File: config.mk
export PLATFORM = sky130hd
export DESIGN_NAME = chan_packetizer
export DESIGN_NICKNAME = d
export VERILOG_FILES = /design/src/rtl/chan_packetizer_pkg.sv /design/src/rtl/axis_skid_buf.sv /design/src/rtl/chan_packetizer.sv
export SDC_FILE = /design/constraint.sdc
export NUM_CORES = 1
export LEC_CHECK = 0
export CAP_MARGIN = 40
export CELL_PAD_IN_SITES_DETAIL_PLACEMENT = 0
export CELL_PAD_IN_SITES_GLOBAL_PLACEMENT = 2
export CORE_MARGIN = 10
export CORE_UTILIZATION = 35
export DETAILED_ROUTE_END_ITERATION = 10
export GPL_TIMING_DRIVEN = 1
export HOLD_SLACK_MARGIN = 0.03
export PLACE_DENSITY_LB_ADDON = 0.1
export SYNTH_ARGS = -nofsm -noshare
export SYNTH_HDL_FRONTEND = slang
export SYNTH_SLANG_ARGS = --single-unit
File: constraint.sdc
create_clock -name clk -period 7 [get_ports clk]
set_input_delay 0.7 -clock clk [delete_from_list [all_inputs] [get_ports clk]]
set_output_delay 0.7 -clock clk [all_outputs]
set_load 0.05 [all_outputs]
File: src/rtl/chan_packetizer_pkg.sv
// Shared definitions for the channel packetizer and the host-side parser model:
// FSM encodings, header field widths and header word builders.
package chan_packetizer_pkg;

    localparam logic [1:0] S_IDLE    = 2'd0;
    localparam logic [1:0] S_HDR0    = 2'd1;
    localparam logic [1:0] S_HDR1    = 2'd2;
    localparam logic [1:0] S_PAYLOAD = 2'd3;

    localparam logic [3:0] SYNC_NIBBLE = 4'hA;

    localparam int BIN_W = 11;
    localparam int LEN_W = 16;
    localparam int SEQ_W = 16;
    localparam int FFT_W = 12;

    // H0 = {sync[31:28], 0[27], bin[26:16], length[15:0]}
    function automatic logic [31:0] make_h0(input logic [3:0] sync,
                                            input logic [BIN_W-1:0] bin,
                                            input logic [LEN_W-1:0] plen);
        return {sync, 1'b0, bin, plen};
    endfunction

    // H1 = {seq[31:16], 0[15:12], fft_size[11:0]}
    function automatic logic [31:0] make_h1(input logic [SEQ_W-1:0] seq,
                                            input logic [FFT_W-1:0] fft);
        return {seq, 4'h0, fft};
    endfunction

endpackage

File: src/rtl/axis_skid_buf.sv
// Two-entry AXI-stream register slice (output register plus one skid entry).
// in_ready comes straight from a flop, so there is no combinational path from out_ready.
module axis_skid_buf #(
    parameter int WIDTH = 34
) (
    input  logic             clk,
    input  logic             rst_n,
    input  logic             in_valid,
    input  logic [WIDTH-1:0] in_data,
    output logic             in_ready,
    output logic             out_valid,
    output logic [WIDTH-1:0] out_data,
    input  logic             out_ready
);

    logic             out_valid_q, out_valid_d;
    logic [WIDTH-1:0] out_data_q, out_data_d;
    logic             skid_valid_q, skid_valid_d;
    logic [WIDTH-1:0] skid_data_q, skid_data_d;
    logic             accept;

    assign in_ready  = ~skid_valid_q;
    assign accept    = in_valid & in_ready;
    assign out_valid = out_valid_q;
    assign out_data  = out_data_q;

    always_comb begin
        out_valid_d  = out_valid_q;
        out_data_d   = out_data_q;
        skid_valid_d = skid_valid_q;
        skid_data_d  = skid_data_q;
        if (!out_valid_q || out_ready) begin
            // skid entry is older than anything arriving now, so it drains first
            if (skid_valid_q) begin
                out_valid_d  = 1'b1;
                out_data_d   = skid_data_q;
                skid_valid_d = 1'b0;
            end else begin
                out_valid_d = accept;
                if (accept) out_data_d = in_data;
            end
        end else if (accept) begin
            skid_valid_d = 1'b1;
            skid_data_d  = in_data;
        end
    end

    always_ff @(posedge clk or negedge rst_n) begin
        if (!rst_n) begin
            out_valid_q  <= 1'b0;
            out_data_q   <= '0;
            skid_valid_q <= 1'b0;
            skid_data_q  <= '0;
        end else begin
            out_valid_q  <= out_valid_d;
            out_data_q   <= out_data_d;
            skid_valid_q <= skid_valid_d;
            skid_data_q  <= skid_data_d;
        end
    end

endmodule

File: src/rtl/chan_packetizer.sv
// Frames channelizer packets for the host: two header words, then payload pass-through,
// with per-packet length checking. Output is registered through axis_skid_buf.
//
//  state     | meaning
//  S_IDLE    | waiting for first beat; latches header fields and issues H0 if the buffer has room
//  S_HDR0    | H0 still to be issued (buffer was full when the packet arrived)
//  S_HDR1    | issuing H1
//  S_PAYLOAD | passing input beats through until tlast
module chan_packetizer
    import chan_packetizer_pkg::*;
#(
    parameter int         DATA_WIDTH = 32,
    parameter int         BIN_WIDTH  = 11,
    parameter logic [3:0] SYNC_WORD  = SYNC_NIBBLE
) (
    input  logic                  clk,
    input  logic                  aresetn,
    input  logic                  s_axis_tvalid,
    input  logic [DATA_WIDTH-1:0] s_axis_tdata,
    input  logic [23:0]           s_axis_tuser,
    input  logic                  s_axis_tlast,
    output logic                  s_axis_tready,
    input  logic                  eob_tag,
    input  logic [15:0]           payload_length,
    input  logic [11:0]           fft_size,
    output logic                  m_axis_tvalid,
    output logic [DATA_WIDTH-1:0] m_axis_tdata,
    output logic                  m_axis_tlast,
    output logic                  m_axis_teob,
    input  logic                  m_axis_tready,
    output logic                  len_err,
    output logic [7:0]            len_err_cnt
);

    logic [1:0]            state_q, state_d;
    logic [BIN_WIDTH-1:0]  bin_q, bin_d;
    logic [15:0]           plen_q, plen_d;
    logic [11:0]           fft_q, fft_d;
    logic [15:0]           seq_q, seq_d;
    logic [15:0]           beat_cnt_q, beat_cnt_d;
    logic                  eob_seen_q, eob_seen_d;
    logic                  len_err_q, len_err_d;
    logic [7:0]            len_err_cnt_q, len_err_cnt_d;

    logic                  sk_in_valid, sk_in_ready;
    logic [DATA_WIDTH+1:0] sk_in_data, sk_out_data;
    logic [15:0]           plen_in;
    logic                  unused_tuser;

    assign unused_tuser = ^s_axis_tuser[23:BIN_WIDTH];
    assign plen_in      = (payload_length == 16'd0) ? 16'd1 : payload_length;

    always_comb begin
        state_d       = state_q;
        bin_d         = bin_q;
        plen_d        = plen_q;
        fft_d         = fft_q;
        seq_d         = seq_q;
        beat_cnt_d    = beat_cnt_q;
        eob_seen_d    = eob_seen_q;
        len_err_d     = len_err_q;
        len_err_cnt_d = len_err_cnt_q;
        sk_in_valid   = 1'b0;
        sk_in_data    = '0;
        s_axis_tready = 1'b0;
        case (state_q)
            S_IDLE: begin
                // H0 is built from the live inputs so it reaches the output one cycle after tvalid
                if (s_axis_tvalid) begin
                    bin_d       = s_axis_tuser[BIN_WIDTH-1:0];
                    plen_d      = plen_in;
                    fft_d       = fft_size;
                    sk_in_valid = 1'b1;
                    sk_in_data  = {2'b00, make_h0(SYNC_WORD, s_axis_tuser[BIN_WIDTH-1:0], plen_in)};
                    state_d     = sk_in_ready ? S_HDR1 : S_HDR0;
                end
            end
            S_HDR0: begin
                sk_in_valid = 1'b1;
                sk_in_data  = {2'b00, make_h0(SYNC_WORD, bin_q, plen_q)};
                if (sk_in_ready) state_d = S_HDR1;
            end
            S_HDR1: begin
                sk_in_valid = 1'b1;
                sk_in_data  = {2'b00, make_h1(seq_q, fft_q)};
                if (sk_in_ready) state_d = S_PAYLOAD;
            end
            default: begin
                s_axis_tready = sk_in_ready;
                sk_in_valid   = s_axis_tvalid;
                sk_in_data    = {s_axis_tlast & (eob_tag | eob_seen_q), s_axis_tlast, s_axis_tdata};
                if (s_axis_tvalid && sk_in_ready) begin
                    if (s_axis_tlast) begin
                        state_d    = S_IDLE;
                        seq_d      = seq_q + 16'd1;
                        eob_seen_d = 1'b0;
                        beat_cnt_d = 16'd0;
                        if (({1'b0, beat_cnt_q} + 17'd1) != {1'b0, plen_q}) begin
                            len_err_d = 1'b1;
                            if (len_err_cnt_q != 8'hFF) len_err_cnt_d = len_err_cnt_q + 8'd1;
                        end
                    end else begin
                        beat_cnt_d = beat_cnt_q + 16'd1;
                        if (eob_tag) eob_seen_d = 1'b1;
                    end
                end
            end
        endcase
    end

    always_ff @(posedge clk or negedge aresetn) begin
        if (!aresetn) begin
            state_q       <= S_IDLE;
            bin_q         <= '0;
            plen_q        <= 16'd1;
            fft_q         <= '0;
            seq_q         <= '0;
            beat_cnt_q    <= '0;
            eob_seen_q    <= 1'b0;
            len_err_q     <= 1'b0;
            len_err_cnt_q <= '0;
        end else begin
            state_q       <= state_d;
            bin_q         <= bin_d;
            plen_q        <= plen_d;
            fft_q         <= fft_d;
            seq_q         <= seq_d;
            beat_cnt_q    <= beat_cnt_d;
            eob_seen_q    <= eob_seen_d;
            len_err_q     <= len_err_d;
            len_err_cnt_q <= len_err_cnt_d;
        end
    end

    axis_skid_buf #(.WIDTH(DATA_WIDTH + 2)) u_skid (
        .clk       (clk),
        .rst_n     (aresetn),
        .in_valid  (sk_in_valid),
        .in_data   (sk_in_data),
        .in_ready  (sk_in_ready),
        .out_valid (m_axis_tvalid),
        .out_data  (sk_out_data),
        .out_ready (m_axis_tready)
    );

    assign m_axis_tdata = sk_out_data[DATA_WIDTH-1:0];
    assign m_axis_tlast = sk_out_data[DATA_WIDTH];
    assign m_axis_teob  = sk_out_data[DATA_WIDTH+1];
    assign len_err      = len_err_q;
    assign len_err_cnt  = len_err_cnt_q;

endmodule

---- Word-level counts from Yosys, hierarchy flattened ----
Cells that the tools add are included.
storage, ports and cells
  flip-flop bits (word level) ............. 153
  latch bits .............................. 0
  bits in writable memories ............... 0
  memory bits (read-only) ................. 0
  input bits .............................. 90
  output and inout bits ................... 45
  word-level logic and storage cells ...... 72
  memories kept ........................... 0
cells by class
  $add $sub $neg .......................... 4
  $mul .................................... 0
  div/mod/pow operators ................... 0
  magnitude comparators ................... 0
  equal/unequal tests ..................... 7
  shifts and indexed selects .............. 0
  muxes and demuxes ....................... 21
  bitwise logic cells ..................... 6
  reduce and logical (&&, ||, !) cells .... 21
operator list
  operator               count
  $pmux 34 s3            1
  $mux 34                2
  $add 16x1->16 const B  2
  $mux 16                2
  $mux 32                1
  $add 16x1->17 const B  1
  $ne 17x16->1           1
  $logic_not 16->1       1
  $mux 2                 6
  $reduce_and 5->1       2
  $add 8x1->8 const B    1
  $ne 8x8->1 const B     1
  $reduce_and 2->1       4
  $reduce_bool 4->1      2
  $mux 1                 7
  $ne 2x2->1 const B     3
  $pmux 2 s3             1
  $reduce_and 3->1       2
  $reduce_bool 2->1      3
  $reduce_and 4->1       1
  $not 1->1              3
  $reduce_or 3->1        1
  $and 1x1->1            2
  $eq 2x1->1 const B     1
  8 further kinds        8

---- Longest topological paths before layout ----
  depth after elaboration ................. 6
  depth in mapped cells ................... 11
  mapped depth without buffers ............ 9

---- Cells and area by module ----
From an unflattened synthesis, not the netlist that was laid out.
second synthesis, totals
  cells, all modules ...................... 749
  area total of the unflattened synthesis .. 7962.6 um2
by module, submodules not included
  module           instances  cells each  area an instance (um2)  sequential area each (um2)
  chan_packetizer  1          559         4901.0                  2078.2
  axis_skid_buf    1          190         3061.7                  1751.7

---- Least setup slack after synthesis ----
No wires, ideal clock.
  kind .................................... reg2reg
  from .................................... register state_q[0]
  to ...................................... register seq_q[15]
  library setup time ...................... 123 ps
  arrival ................................. 2813 ps
  path slack .............................. 4064 ps
  stages on the path, launching flop included .. 9
  clock period less this slack ............ 2936 ps
  cells stage by stage .................... dfrtp_1 ha_1 nor2b_1 nand2_1 nor2_1 nand4_1 nor3_1 nand4_1 xnor2_1
between the ends
  cells in the longest elaborated chain, start to end .. 4
ends and longest elaborated chain
  element                             line                    text
  start: declaration                  chan_packetizer.sv:35   logic [1:0] state_q, state_d;
  start signal: assignment            chan_packetizer.sv:123  state_q <= state_d;
  $eq 2x2->1 (tied with other cells)  chan_packetizer.sv:66   case (state_q)
  $reduce_or 3->1 (no line) (*)       -
  $not 1->1 (no line) (*)             -
  $reduce_and 3->1 (no line) (*)      -
  end signal: assignment              chan_packetizer.sv:127  seq_q <= seq_d;
  end: declaration                    chan_packetizer.sv:39   logic [15:0] seq_q, seq_d;
Mark *: on every way between the ends. The rest lies on a longest branch, timed or not.
A chain may end at the register's enable or synchronous reset.

---- Final worst setup path ----
  from .................................... register beat_cnt_q[0]
  to ...................................... register len_err_cnt_q[4] (netlist: len_err_cnt[4])
between the ends
  cells in the longest elaborated chain, start to end .. 3
ends and longest elaborated chain
  element                     line                    text
  start: declaration          chan_packetizer.sv:40   logic [15:0] beat_cnt_q, beat_cnt_d;
  start signal: assignment    chan_packetizer.sv:128  beat_cnt_q <= beat_cnt_d;
  $add 16x1->17               chan_packetizer.sv:98   if (({1'b0, beat_cnt_q} + 17'd1) != {1'b0, plen_q}) begin
  $ne 17x16->1                chan_packetizer.sv:98
  $reduce_and 5->1 (no line)  -
  end signal: assignment      chan_packetizer.sv:131  len_err_cnt_q <= len_err_cnt_d;
  end: declaration            chan_packetizer.sv:43   logic [7:0] len_err_cnt_q, len_err_cnt_d;
Every way passes these cells.

==> qor.yml <==
status: "completed"
synth_nets: 941
swShare_pct: 43.69
placementRows: 54
fin_crit_sh_pct: 50.31
dieWidth_um: 169.1
setup_ws_ns: 3.478
grt_pass1_vias: 6568
ys_ff_latch: 153
yosysWarnings: 0
initial_utilization_pct: 35.64
synth_top_cell_by_area: "dfrtp_1"
drc: 0
antenna_left: 0
grt_antenna_before_repair: 0
slew_violations: 0
postCtsHoldBufs: 0
syn-cell-area_um2: 7779
clkLatencyLatePin_ns: 0.43
syn_inst: 844
synth_flop_cell: "dfrtp_1"
hold_class: "in -> async"
power_density_nw_per_um2: 431.7
p_comb_share_pct: 44.7
rsz0062_at_grt: "no"
synth_area_leaders: "dfrtp_1 49%, nand2_1 9.9%, o21ai_0 4.6%"
tightest_slew_ns: 0.8186
slowest_stage: "dfrtp_1"
end_kind: "register"
irDropWorstVdd_uv: 268.3
setup_viol: 0
hold_viol: 0
drtIter0Drc: 407
synth-edff-count: 0
clock_power_share_pct: 20.7
syn_avg_cell_area_um2: 9.216
cap_violations: 0
switchingPower_mw: 1.846
grt_max_degree: 69
vias: 6428
clk_pin_slew_ns: 0.07
fmax_mhz: 284.0
slew_headroom_pct: 45.43
p_leak_nw: 4.264
cts.sinks: 153
worstPathRequired_ns: 7.31
die_h_um: 169.1
wl_per_cell_um: 18.91
synth_top_area_share_pct: 48.90
port_buffers: 121
fillers: 2107
n_antenna_cell: 0
seqPwrFrac_pct: 34.6
crit_chain: "ha_1, nand4_1, or3_4, a2111oi_2, o2111ai_1, a2111oi_4, nor4b_1, mux2_1"
yosysSeqAreaShare_pct: 49.24
dp_hpwl_um: 16520
worst-path-max-fanout: 11
max_stage_delay_ns: 0.56
nets: 1039
yosysUniqueCellTypes: 67
cp.arrival_ns: 3.83
first_pass_iters: 5
drive_gt1_share_pct: 9.015
root_buffer: "clkbuf_16"
cts_tree: "done"
worstReg2RegStart: "beat_cnt_q[0]"
post-route-min-period_ns: 3.522
startpoint: "beat_cnt_q[0]"
htreeDepth: 4
ios: 135
fin_setup_tns_ns: 0
dieArea_um2: 28590
syn2layout_area_growth_pct: 25.86
post_cts_resized: 0
fin_skew_ns: 0.01743
grt_usage_pct: 16.33
routed_wl_um: 23330
cp-start-kind: "register"
viasPerCell: 5.209
gp_congestion: 0.8629
crit_type: "reg -> reg"
dp_slack_ns: 3.468
cts.path.max_buffers: 2
intPower_mw: 2.380
overflow: 0
grt_pass1_wl_um: 37170
numCtsBuffers: 17
async_reset_ff_share_pct: 100.0
path_buf_inv: 0
core_area_um2: 21820
postCtsSetupBuffers: 0
cpLargestDelayFamily: "compound AO/OA/AOI/OAI gates"
[synth_stat cells, types with 2 or more instances]
library cell and instances:
nor2_1 55, o2111ai_1 2, nand4_1 8, xor3_1 2
xnor2_1 25, nand2b_1 6, nor3_1 20, a2111o_1 2
inv_1 7, buf_2 5, ha_1 7, dfrtp_1 152
a21oi_1 29, buf_6 2, o31ai_1 5, nand2_1 206
a21o_1 2, xor2_1 13, nand3_1 20, a31oi_1 23
buf_4 4, o22ai_1 2, and2_1 3, a22oi_1 25
clkbuf_1 36, buf_1 8, o211ai_1 3, or4_4 2
mux2_2 23, mux2i_1 26, nor2b_1 3, nor4b_1 2
o21ai_0 72, nor4_1 5, a211oi_1 2, and3_1 4
mux2_1 2, nand3_2 2
[worst register-to-register path: cells and delay by family, from the launching register on]
| family | cells | cell delay, ns |
|---|---|---|
| AO/OA/AOI/OAI | 3 | 1.15 |
| multiplexers | 1 | 0.33 |
| AND/OR/NAND/NOR | 3 | 0.82 |
| adder cells (fa/ha/maj) | 1 | 0.53 |
| flip-flops | 1 | 0.56 |
[sequential cells by signal, summed over array words and instances (netlist names)]
signal / flops
bin_q: 11
u_skid.skid_valid_q: 1
plen_q: 16
len_err: 1
u_skid.out_data: 34
fft_q: 12
u_skid.skid_data_q: 34
seq_q: 16
len_err_cnt: 8
eob_seen_q: 1
beat_cnt_q: 16
state_q: 2
u_skid.out_valid: 1
[final cells by class]
type | instances | area (um2) | area share [%]
multi-input combinational | 628 | 3701 | 37.80
clock buffer | 18 | 439.2 | 4.486
inverter | 8 | 30.03 | 0.3067
tap | 280 | 350.3 | 3.578
sequential | 153 | 3830 | 39.12
clock inverter | 13 | 110.1 | 1.125
timing repair buffer | 134 | 1330 | 13.58
[power groups by stage]
stage               clock network, mW  registers (mW)  logic (mW)
floorplan                           0            1.70        1.05
global placement                    0            1.46        1.87
detailed placement                  0            1.48        1.91
CTS                             0.899            1.46        1.92
global route                    0.933            1.51        2.09
finish                          0.876            1.46        1.89
[routing by layer]
layer / global-route usage, % / routed length [um]
met1: 22.34 / 11320
met2: 24.54 / 10350
met3: 4.470 / 1238
met4: 5.028 / 421
met5: 0 / 0
[stage by stage]
stage                     instance area (um2)  instances  hold WS (ns)  util [%]  power, mW
after global routing                     9791       1234        0.1877     44.86      4.531
after global placement                   9206       1201        0.4600     42.19      3.332
after floorplan                          7779        844        0.4044         -      2.747
after CTS                                9791       1234        0.1667     44.86      4.279
final                                    9791       1234        0.1580     44.86      4.226
after detailed placement                 9241       1203        0.4633     42.35      3.386
[cells by family after synthesis]
family	synth area share, %
fa+ha+maj	1.126
simple gates	19.82
flops	49.24
buf+inv	3.506
compound gates	14.46
xor+xnor	4.890
mux	6.965
[placed cells by master, fill, tap and decap left out, types with 5 or more instances in the layout]
master,count
a21oi_1,29
a22oi_1,25
a31oi_1,23
buf_4,12
clkbuf_16,17
clkdlybuf4s50_1,120
clkinvlp_4,5
dfrtp_1,152
ha_1,7
inv_1,7
inv_6,6
mux2_2,23
mux2i_1,26
nand2_1,206
nand2b_1,6
nand3_1,20
nand4_1,8
nor2_1,55
nor3_1,20
nor4_1,5
o21ai_0,72
xnor2_1,25
xor2_1,13
[worst paths after layout]
path	slack, ns	depth (start not counted)	to
max	3.48	8	len_err_cnt[4]
min	0.16	1	beat_cnt_q[13]
max reg2reg	3.48	8	len_err_cnt[4]
min reg2reg	0.48	2	bin_q[2]
max in group asynchronous	5.37	3	seq_q[6]
min in group clk	0.48	2	bin_q[2]
No activity file was read; power rests on OpenSTA's default activity.
